## config.mk

```make
export PLATFORM = sky130hd
export DESIGN_NAME = btn_press_generator
export DESIGN_NICKNAME = d
export VERILOG_FILES = /design/src/rtl/btn_press_generator.sv
export SDC_FILE = /design/constraint.sdc
export NUM_CORES = 1
export LEC_CHECK = 0
export CORE_ASPECT_RATIO = 0.9
export CORE_MARGIN = 4
export CORE_UTILIZATION = 45
export CTS_CLUSTER_DIAMETER = 30
export DETAILED_ROUTE_END_ITERATION = 8
export DONT_BUFFER_PORTS = 1
export GPL_ROUTABILITY_DRIVEN = 1
export GPL_TIMING_DRIVEN = 1
export PLACE_DENSITY = 0.59
export SYNTH_ARGS = -nofsm -noshare
export SYNTH_HDL_FRONTEND = slang
export SYNTH_SLANG_ARGS = --single-unit
export TNS_END_PERCENT = 100
```

## constraint.sdc

```tcl
create_clock -name clk -period 1.9 [get_ports clk]
set_input_delay 0.475 -clock clk [delete_from_list [all_inputs] [get_ports clk]]
set_output_delay 0.475 -clock clk [all_outputs]
set_load 0.01 [all_outputs]
```

## src/rtl/btn_press_generator.sv

```systemverilog
// Button press waveform synthesiser: emits num_presses high/low pulses on btn,
// each high for max(high_cycles,1) and low for max(low_cycles,1) clock cycles.
module btn_press_generator #(
    parameter int count_width = 2,
    parameter int hold_width  = 8
) (
    input  logic                   clk,
    input  logic                   reset,
    input  logic                   start,
    input  logic [count_width-1:0] num_presses,
    input  logic [hold_width-1:0]  high_cycles,
    input  logic [hold_width-1:0]  low_cycles,
    output logic                   btn,
    output logic                   busy,
    output logic                   done,
    output logic [count_width-1:0] presses_sent
);

    typedef enum logic [1:0] {IDLE, PRESS, RELEASE, FINISH} state_t;

    state_t                 state_q, state_d;
    logic                   btn_q, btn_d;
    logic                   busy_q, busy_d;
    logic                   done_q, done_d;
    logic [count_width-1:0] presses_sent_q, presses_sent_d;
    logic [count_width-1:0] num_q, num_d;
    logic [hold_width-1:0]  high_q, high_d;
    logic [hold_width-1:0]  low_q, low_d;
    logic [hold_width-1:0]  timer_q, timer_d;
    logic [hold_width-1:0]  high_eff, low_eff;

    // Zero-length phases are stretched to one cycle so every pulse is visible.
    assign high_eff = (high_cycles == '0) ? hold_width'(1) : high_cycles;
    assign low_eff  = (low_cycles == '0) ? hold_width'(1) : low_cycles;

    always_comb begin
        state_d        = state_q;
        btn_d          = btn_q;
        busy_d         = busy_q;
        done_d         = 1'b0;
        presses_sent_d = presses_sent_q;
        num_d          = num_q;
        high_d         = high_q;
        low_d          = low_q;
        timer_d        = timer_q;
        case (state_q)
            IDLE: begin
                btn_d  = 1'b0;
                busy_d = 1'b0;
                if (start) begin
                    presses_sent_d = '0;
                    if (num_presses != '0) begin
                        num_d   = num_presses;
                        high_d  = high_eff;
                        low_d   = low_eff;
                        timer_d = high_eff;
                        btn_d   = 1'b1;
                        busy_d  = 1'b1;
                        state_d = PRESS;
                    end else begin
                        done_d  = 1'b1;
                        state_d = FINISH;
                    end
                end
            end
            PRESS: begin
                if (timer_q == hold_width'(1)) begin
                    btn_d          = 1'b0;
                    timer_d        = low_q;
                    presses_sent_d = presses_sent_q + count_width'(1);
                    state_d        = RELEASE;
                end else begin
                    timer_d = timer_q - hold_width'(1);
                end
            end
            RELEASE: begin
                if (timer_q == hold_width'(1)) begin
                    if (presses_sent_q == num_q) begin
                        busy_d  = 1'b0;
                        done_d  = 1'b1;
                        timer_d = '0;
                        state_d = FINISH;
                    end else begin
                        btn_d   = 1'b1;
                        timer_d = high_q;
                        state_d = PRESS;
                    end
                end else begin
                    timer_d = timer_q - hold_width'(1);
                end
            end
            FINISH: begin
                btn_d   = 1'b0;
                busy_d  = 1'b0;
                state_d = IDLE;
            end
            default: state_d = IDLE;
        endcase
    end

    always_ff @(posedge clk) begin
        if (!reset) begin
            state_q        <= IDLE;
            btn_q          <= 1'b0;
            busy_q         <= 1'b0;
            done_q         <= 1'b0;
            presses_sent_q <= '0;
            num_q          <= '0;
            high_q         <= '0;
            low_q          <= '0;
            timer_q        <= '0;
        end else begin
            state_q        <= state_d;
            btn_q          <= btn_d;
            busy_q         <= busy_d;
            done_q         <= done_d;
            presses_sent_q <= presses_sent_d;
            num_q          <= num_d;
            high_q         <= high_d;
            low_q          <= low_d;
            timer_q        <= timer_d;
        end
    end

    assign btn          = btn_q;
    assign busy         = busy_q;
    assign done         = done_q;
    assign presses_sent = presses_sent_q;

endmodule

```

# Word-level counts from Yosys, hierarchy flattened

Index checks and enable logic that the tools add are counted.

Logic and storage cells: 66
Output and inout port bits: 5
Bits in registers: 33
Input port bits: 21

Mux-type cells: 31
Reductions and logical operators: 13
Add/sub/neg operators: 2
Equality and inequality tests: 11

Operators with widths:

| kind                | number |
|---|---|
| $mux 8              | 7 |
| $pmux 8 s3          | 1 |
| $reduce_and 3->1    | 6 |
| $logic_not 8->1     | 2 |
| $mux 2              | 7 |
| $ne 2x2->1 const B  | 6 |
| $mux 1              | 11 |
| $eq 8x1->1 const B  | 1 |
| $pmux 2 s4          | 1 |
| $sub 8x1->8 const B | 1 |
| $reduce_bool 3->1   | 2 |
| $eq 2x2->1 const B  | 2 |
| $pmux 1 s4          | 1 |
| $pmux 2 s2          | 1 |
| $reduce_bool 2->1   | 2 |
| $pmux 1 s3          | 1 |
| $add 2x1->2 const B | 1 |
| $eq 2x1->1 const B  | 1 |
| $eq 2x2->1          | 1 |
| $logic_not 2->1     | 1 |
| $pmux 1 s2          | 1 |

# Depth between registers and ports, before layout

Gate-level depths: netlist of the first run.

Depth in word-level cells: 5
Mapped depth: 7
Depth with buffers taken out: 6

# Worst setup path after synthesis of the first run

No wires, ideal clock.

Path type: register -> register
Start point: reg timer_q[0]
End point: reg timer_q[2]
Path slack: 0.067 ns
Clock period less this slack: 1.833 ns
Data arrival time: 1.716 ns
Required time: 1.782 ns
Stages on the path, launching flop included: 7
Cells stage by stage: dfxtp_1 -> ha_1 -> or3b_2 -> clkbuf_1 -> o31ai_1 -> nand4_1 -> o2111a_1

Word-level cells in the longest chain between the ends: 3

Ends and longest elaborated chain:

| what                                             | RTL line | text |
|---|---|---|
| start: declaration                               | 29       | `logic [hold_width-1:0] timer_q, timer_d;` |
| start signal: assignment                         | 121      | `timer_q <= timer_d;` |
| $sub 8x1->8 / $eq 8x1->1 (equally long branches) | -        |  |
| $mux 8, on equally long branches                 | 77, 67   |  |
| $pmux 8 s3 *                                     | 46       | `case (state_q)` |

Every way passes the cells marked *; elsewhere a longest branch is shown, timed or not.
A chain may end at the register's enable or synchronous reset.

# Final worst setup path of the first run

Start point: reg state_q[0]
End point: reg timer_q[5]

Word-level cells in the longest chain between the ends: 3

Ends and longest elaborated chain:

| what                                                             | RTL line | text |
|---|---|---|
| start: declaration                                               | 21       | `state_t state_q, state_d;` |
| start signal: assignment                                         | 113      | `state_q <= state_d;` |
| $eq 2x2->1 (tied with other cells)                               | 46       |  |
| $reduce_bool 3->1 (no line) / $ne 2x2->1 (equally long branches) | -        |  |
| $reduce_and 3->1 (no line)                                       | -        |  |

Parallel ways exist; a longest one is shown, timed or not.

==> impl_results.rst, run 1 <==
.. list-table::
   :header-rows: 1

   * - Metric
     - Value
   * - Netlist area before placement
     - 1970 sq um
   * - Wirelength, routed
     - 5.41 mm
   * - Cells along the critical path
     - inv_1 > ha_1 > nor2_1 > a21oi_2 > a221oi_1 > o32ai_1
   * - Element type at the critical path end
     - flop
   * - Vias after detailed routing
     - 1801
   * - Slew Limit Headroom
     - 71.8%
   * - VDD IR max
     - 0.789 mV
   * - Ratio of cells with drive above 1 in the final layout
     - 18.3%
   * - Clock skew after layout
     - 0.00546 ns
   * - Die Width
     - 77.7 microns
   * - Number of global-route vias before repair
     - 1749
   * - Final weighted congestion in routability-driven placement
     - 0.790
   * - Crit Reg-Reg Endpoint
     - timer_q[5]
   * - Clock tree from TritonCTS
     - built
   * - First-pass GRT wire length
     - 8.87 mm
   * - Post-cts sizing count
     - 0
   * - FMAX
     - 552 MHz
   * - Count of cells along the worst hold path
     - 2
   * - Cell Pwr Density
     - 1790 nW/um^2
   * - Post-synth EDFFs
     - 0
   * - Actual slew at the worst max-slew pin
     - 0.419 ns
   * - Post-place setup slack
     - 0.0800 ns
   * - Gate count of the mapped netlist
     - 241
   * - Highest net fanout along the worst path
     - 6
   * - Top delay family on crit path
     - compound AO/OA/AOI/OAI gates
   * - Boundary pin count
     - 26
   * - Die ar.
     - 5500 sq um
   * - Fin cells
     - 317
   * - Data arrival time of the critical path
     - 1.98 ns
   * - Number of failing hold endpoints at the final stage
     - 0
   * - Final Hold Slack
     - 0.309 ns
   * - Type of element launching the critical path
     - flop
   * - Max-Cap Viols
     - 0
   * - Category of the most critical setup path
     - flop to flop
   * - Effective utilization at floorplan
     - 47.4%
   * - Hold-fix buffer count after cts
     - 0
   * - Flop2flop setup slack
     - 0.09 ns
   * - Max H-tree Level
     - 2
   * - Setup Buffers After CTS
     - 0
   * - Avg Vias per Cell
     - 5.68
   * - Distinct cells, synth
     - 54
   * - Total GRT Usage
     - 20.8%
   * - Average size of a mapped cell
     - 8.17 sq um
   * - DP HPWL
     - 4.01 mm
   * - Area of the multi-input gates
     - 1210 sq um
   * - Final Worst Setup Slack
     - 0.0885 ns
   * - GR Overflow Total
     - 0
   * - Routed length per instance
     - 17.1 microns
   * - Prevailing post-synth register cell
     - sky130_fd_sc_hd__dfxtp_1
   * - Largest net degree at the start of global routing
     - 20
   * - Part of the Yosys area used for sequential elements
     - 33.5%
   * - Final worst-path cycle share
     - 95.3%
   * - Design Power
     - 0.00403 W
   * - First DRT Iteration DRCs
     - 165
   * - Core Rows
     - 22
   * - TritonCTS Sinks
     - 33
   * - Clock period minus final worst setup slack
     - 1.81 ns
   * - Buf+Inv Stages, Crit Path
     - 1
   * - Setup violations, final
     - 0
   * - Clock tree buffer depth
     - 2
   * - Net count of the mapped netlist
     - 270
   * - Area Growth Syn to Fin
     - 14.5%
   * - Cell Count Post-Placement
     - 309
   * - Number of nets still failing antenna checks after routing
     - 0
   * - Clock transition at the registers of the reported paths
     - 0.07 ns
   * - Leakage Power
     - 0.834 nW
   * - Number of detailed-routing iterations run before antenna repair
     - 4
   * - I/O Buffers
     - 0
   * - Number of flip-flops and latches in the synthesized netlist
     - 33
   * - Worst min-delay path class
     - input pin to flop
   * - Number of remaining DRC errors
     - 0
   * - Critical path's largest stage delay
     - 0.39 ns
   * - Result of the run
     - finished clean
   * - Chip Height
     - 70.8 microns
   * - Worst-path cell with the longest stage delay
     - sky130_fd_sc_hd__a221oi_1
   * - Cell at the root of the clock tree
     - sky130_fd_sc_hd__clkbuf_8
   * - R2r startpoint
     - state_q[0]
   * - Count of final max-slew check failures
     - 0
   * - Core Area
     - 4160 sq um
   * - Antenna violations before repair
     - 0
   * - Inserted Clock Buffers
     - 5
   * - Required time at the worst-slack endpoint
     - 2.07 ns
   * - Register area
     - 661 sq um
   * - Async set or reset register ratio after synthesis
     - 0%
   * - Beginning of the worst hold path
     - low_cycles[5]
   * - Number of cells on the worst reg-to-reg path
     - 6
   * - Setup Total Neg Slack
     - 0 ns
   * - Endpoint of the worst hold path
     - low_q[5]
   * - Number of synthesis warnings
     - 0
   * - Ant. Diodes
     - 0
   * - Nets@finish
     - 285
   * - Source-to-sink clock delay at the later pin of the worst-skew pair
     - 0.29 ns
   * - Fillers
     - 409
-- flip-flops by register name, indices dropped and copies added, names as in the netlist --
| signal | flops |
|---|---|
| high_q | 8 |
| low_q | 8 |
| timer_q | 8 |
| num_q | 2 |
| presses_sent | 2 |
| state_q | 2 |
| btn | 1 |
| busy | 1 |
| done | 1 |
-- cells in the mapped netlist (2+ instances only) --
cell type	count	area, sq um
sky130_fd_sc_hd__a211o_1	2	17.5
sky130_fd_sc_hd__a211oi_1	3	22.5
sky130_fd_sc_hd__a21oi_1	28	140
sky130_fd_sc_hd__a221oi_1	5	43.8
sky130_fd_sc_hd__a311o_1	2	20.0
sky130_fd_sc_hd__a311oi_1	2	17.5
sky130_fd_sc_hd__buf_6	2	22.5
sky130_fd_sc_hd__clkbuf_1	9	33.8
sky130_fd_sc_hd__dfxtp_1	33	661
sky130_fd_sc_hd__ha_1	8	100
sky130_fd_sc_hd__inv_1	8	30.0
sky130_fd_sc_hd__mux2i_1	6	60.1
sky130_fd_sc_hd__nand2_1	42	158
sky130_fd_sc_hd__nand3_1	7	35.0
sky130_fd_sc_hd__nand4_1	3	18.8
sky130_fd_sc_hd__nor2_1	9	33.8
sky130_fd_sc_hd__nor2b_1	7	43.8
sky130_fd_sc_hd__nor3_1	4	20.0
sky130_fd_sc_hd__nor4_1	3	18.8
sky130_fd_sc_hd__o21a_1	2	15.0
sky130_fd_sc_hd__o21ai_0	12	60.1
sky130_fd_sc_hd__o21ai_1	2	10.0
sky130_fd_sc_hd__o21bai_1	2	15.0
sky130_fd_sc_hd__o32ai_1	4	35.0
sky130_fd_sc_hd__or3b_2	2	17.5
sky130_fd_sc_hd__or4_1	3	22.5
sky130_fd_sc_hd__xnor2_1	4	35.0
-- per-stage QoR --
stage,instance area [sq um],util [%]
2_1_floorplan,1970,-
3_3_place_gp,2150,51.7
3_5_place_dp,2150,51.7
4_1_cts,2240,53.8
5_1_grt,2260,54.3
6_report,2260,54.3
-- worst reg2reg max path, cell delays in order, from the launching register on --
cell	delay [ns]
sky130_fd_sc_hd__dfxtp_1	0.38
sky130_fd_sc_hd__inv_1	0.11
sky130_fd_sc_hd__ha_1	0.30
sky130_fd_sc_hd__nor2_1	0.24
sky130_fd_sc_hd__a21oi_2	0.11
sky130_fd_sc_hd__a221oi_1	0.39
sky130_fd_sc_hd__o32ai_1	0.16
-- layout make-up --
type	count	share of cell area, %
timing repair buffer	23	8.21
multi-input combinational	184	53.9
sequential	33	29.3
clock inverter	3	0.776
tap	60	3.33
inverter	9	1.50
clock buffer	5	3.05
-- logic make-up (layout without fill, tap and decap cells) --
family	count (synthesis)	in the layout	synth area share (%)
AO/OA/AOI/OAI	80	80	28.4
multiplexers	6	6	3.05
adder cells (fa/ha/maj)	8	8	5.08
flip-flops	33	33	33.5
buffers and inverters	24	40	5.78
XOR/XNOR	4	4	1.78
AND/OR/NAND/NOR	86	86	22.4
-- power by group --
| group | internal, W | switching [W] | leakage [nW] | total (W) |
|---|---|---|---|---|
| logic | 0.00112 | 0.00133 | 0.520 | 0.00245 |
| clock network | 0.000253 | 0.000277 | 0.0439 | 0.000530 |
| registers | 0.000871 | 0.000184 | 0.271 | 0.00106 |
| total | 0.00224 | 0.00179 | 0.834 | 0.00403 |
-- routing by layer --
layer | part of all wire (%) | up-vias | routed length (microns) | global-route usage, %
li1 | - | 914 | - | -
met1 | 48 | 835 | 2610 | 30.1
met2 | 44 | 47 | 2380 | 29.9
met3 | 6.4 | 5 | 349 | 4.71
met4 | 1.3 | 0 | 71 | 7.71
met5 | 0 | - | 0 | 0
-- placed cells by master, fill, tap and decap left out, types with 4 or more instances in the layout --
cell | netlist | final
sky130_fd_sc_hd__ha_1 | 8 | 8
sky130_fd_sc_hd__dfxtp_1 | 33 | 33
sky130_fd_sc_hd__clkbuf_8 | 0 | 5
sky130_fd_sc_hd__nor2b_1 | 7 | 7
sky130_fd_sc_hd__a21oi_1 | 28 | 28
sky130_fd_sc_hd__xnor2_1 | 4 | 4
sky130_fd_sc_hd__nor2_1 | 9 | 9
sky130_fd_sc_hd__a221oi_1 | 5 | 4
sky130_fd_sc_hd__mux2i_1 | 6 | 6
sky130_fd_sc_hd__inv_1 | 8 | 8
sky130_fd_sc_hd__o32ai_1 | 4 | 4
sky130_fd_sc_hd__buf_4 | 1 | 22
sky130_fd_sc_hd__nand3_1 | 7 | 7
sky130_fd_sc_hd__o21ai_0 | 12 | 12
sky130_fd_sc_hd__nand2_1 | 42 | 42
sky130_fd_sc_hd__nor3_1 | 4 | 4
-- worst max path at each step --
stage / start / cells after the start / end
6_report: state_q[0] / 6 / timer_q[5]
5_1_grt: state_q[0] / 6 / timer_q[7]
4_1_cts: state_q[0] / 6 / low_q[0]
3_5_place_dp: state_q[0] / 6 / low_q[0]
3_3_place_gp: timer_q[3] / 5 / timer_q[1]
2_1_floorplan: timer_q[0] / 6 / timer_q[2]
Power figures use the tool's default switching activity.
==> run 2, diff against run 1 <==
--- a/config.mk
+++ b/config.mk
@@ -14,6 +14,7 @@
 export GPL_ROUTABILITY_DRIVEN = 1
 export GPL_TIMING_DRIVEN = 1
 export PLACE_DENSITY = 0.59
+export SLEW_MARGIN = 0
 export SYNTH_ARGS = -nofsm -noshare
 export SYNTH_HDL_FRONTEND = slang
 export SYNTH_SLANG_ARGS = --single-unit
==> results of run 2 <==
No change in the layout: final DEF, timing and power equal those of run 1.
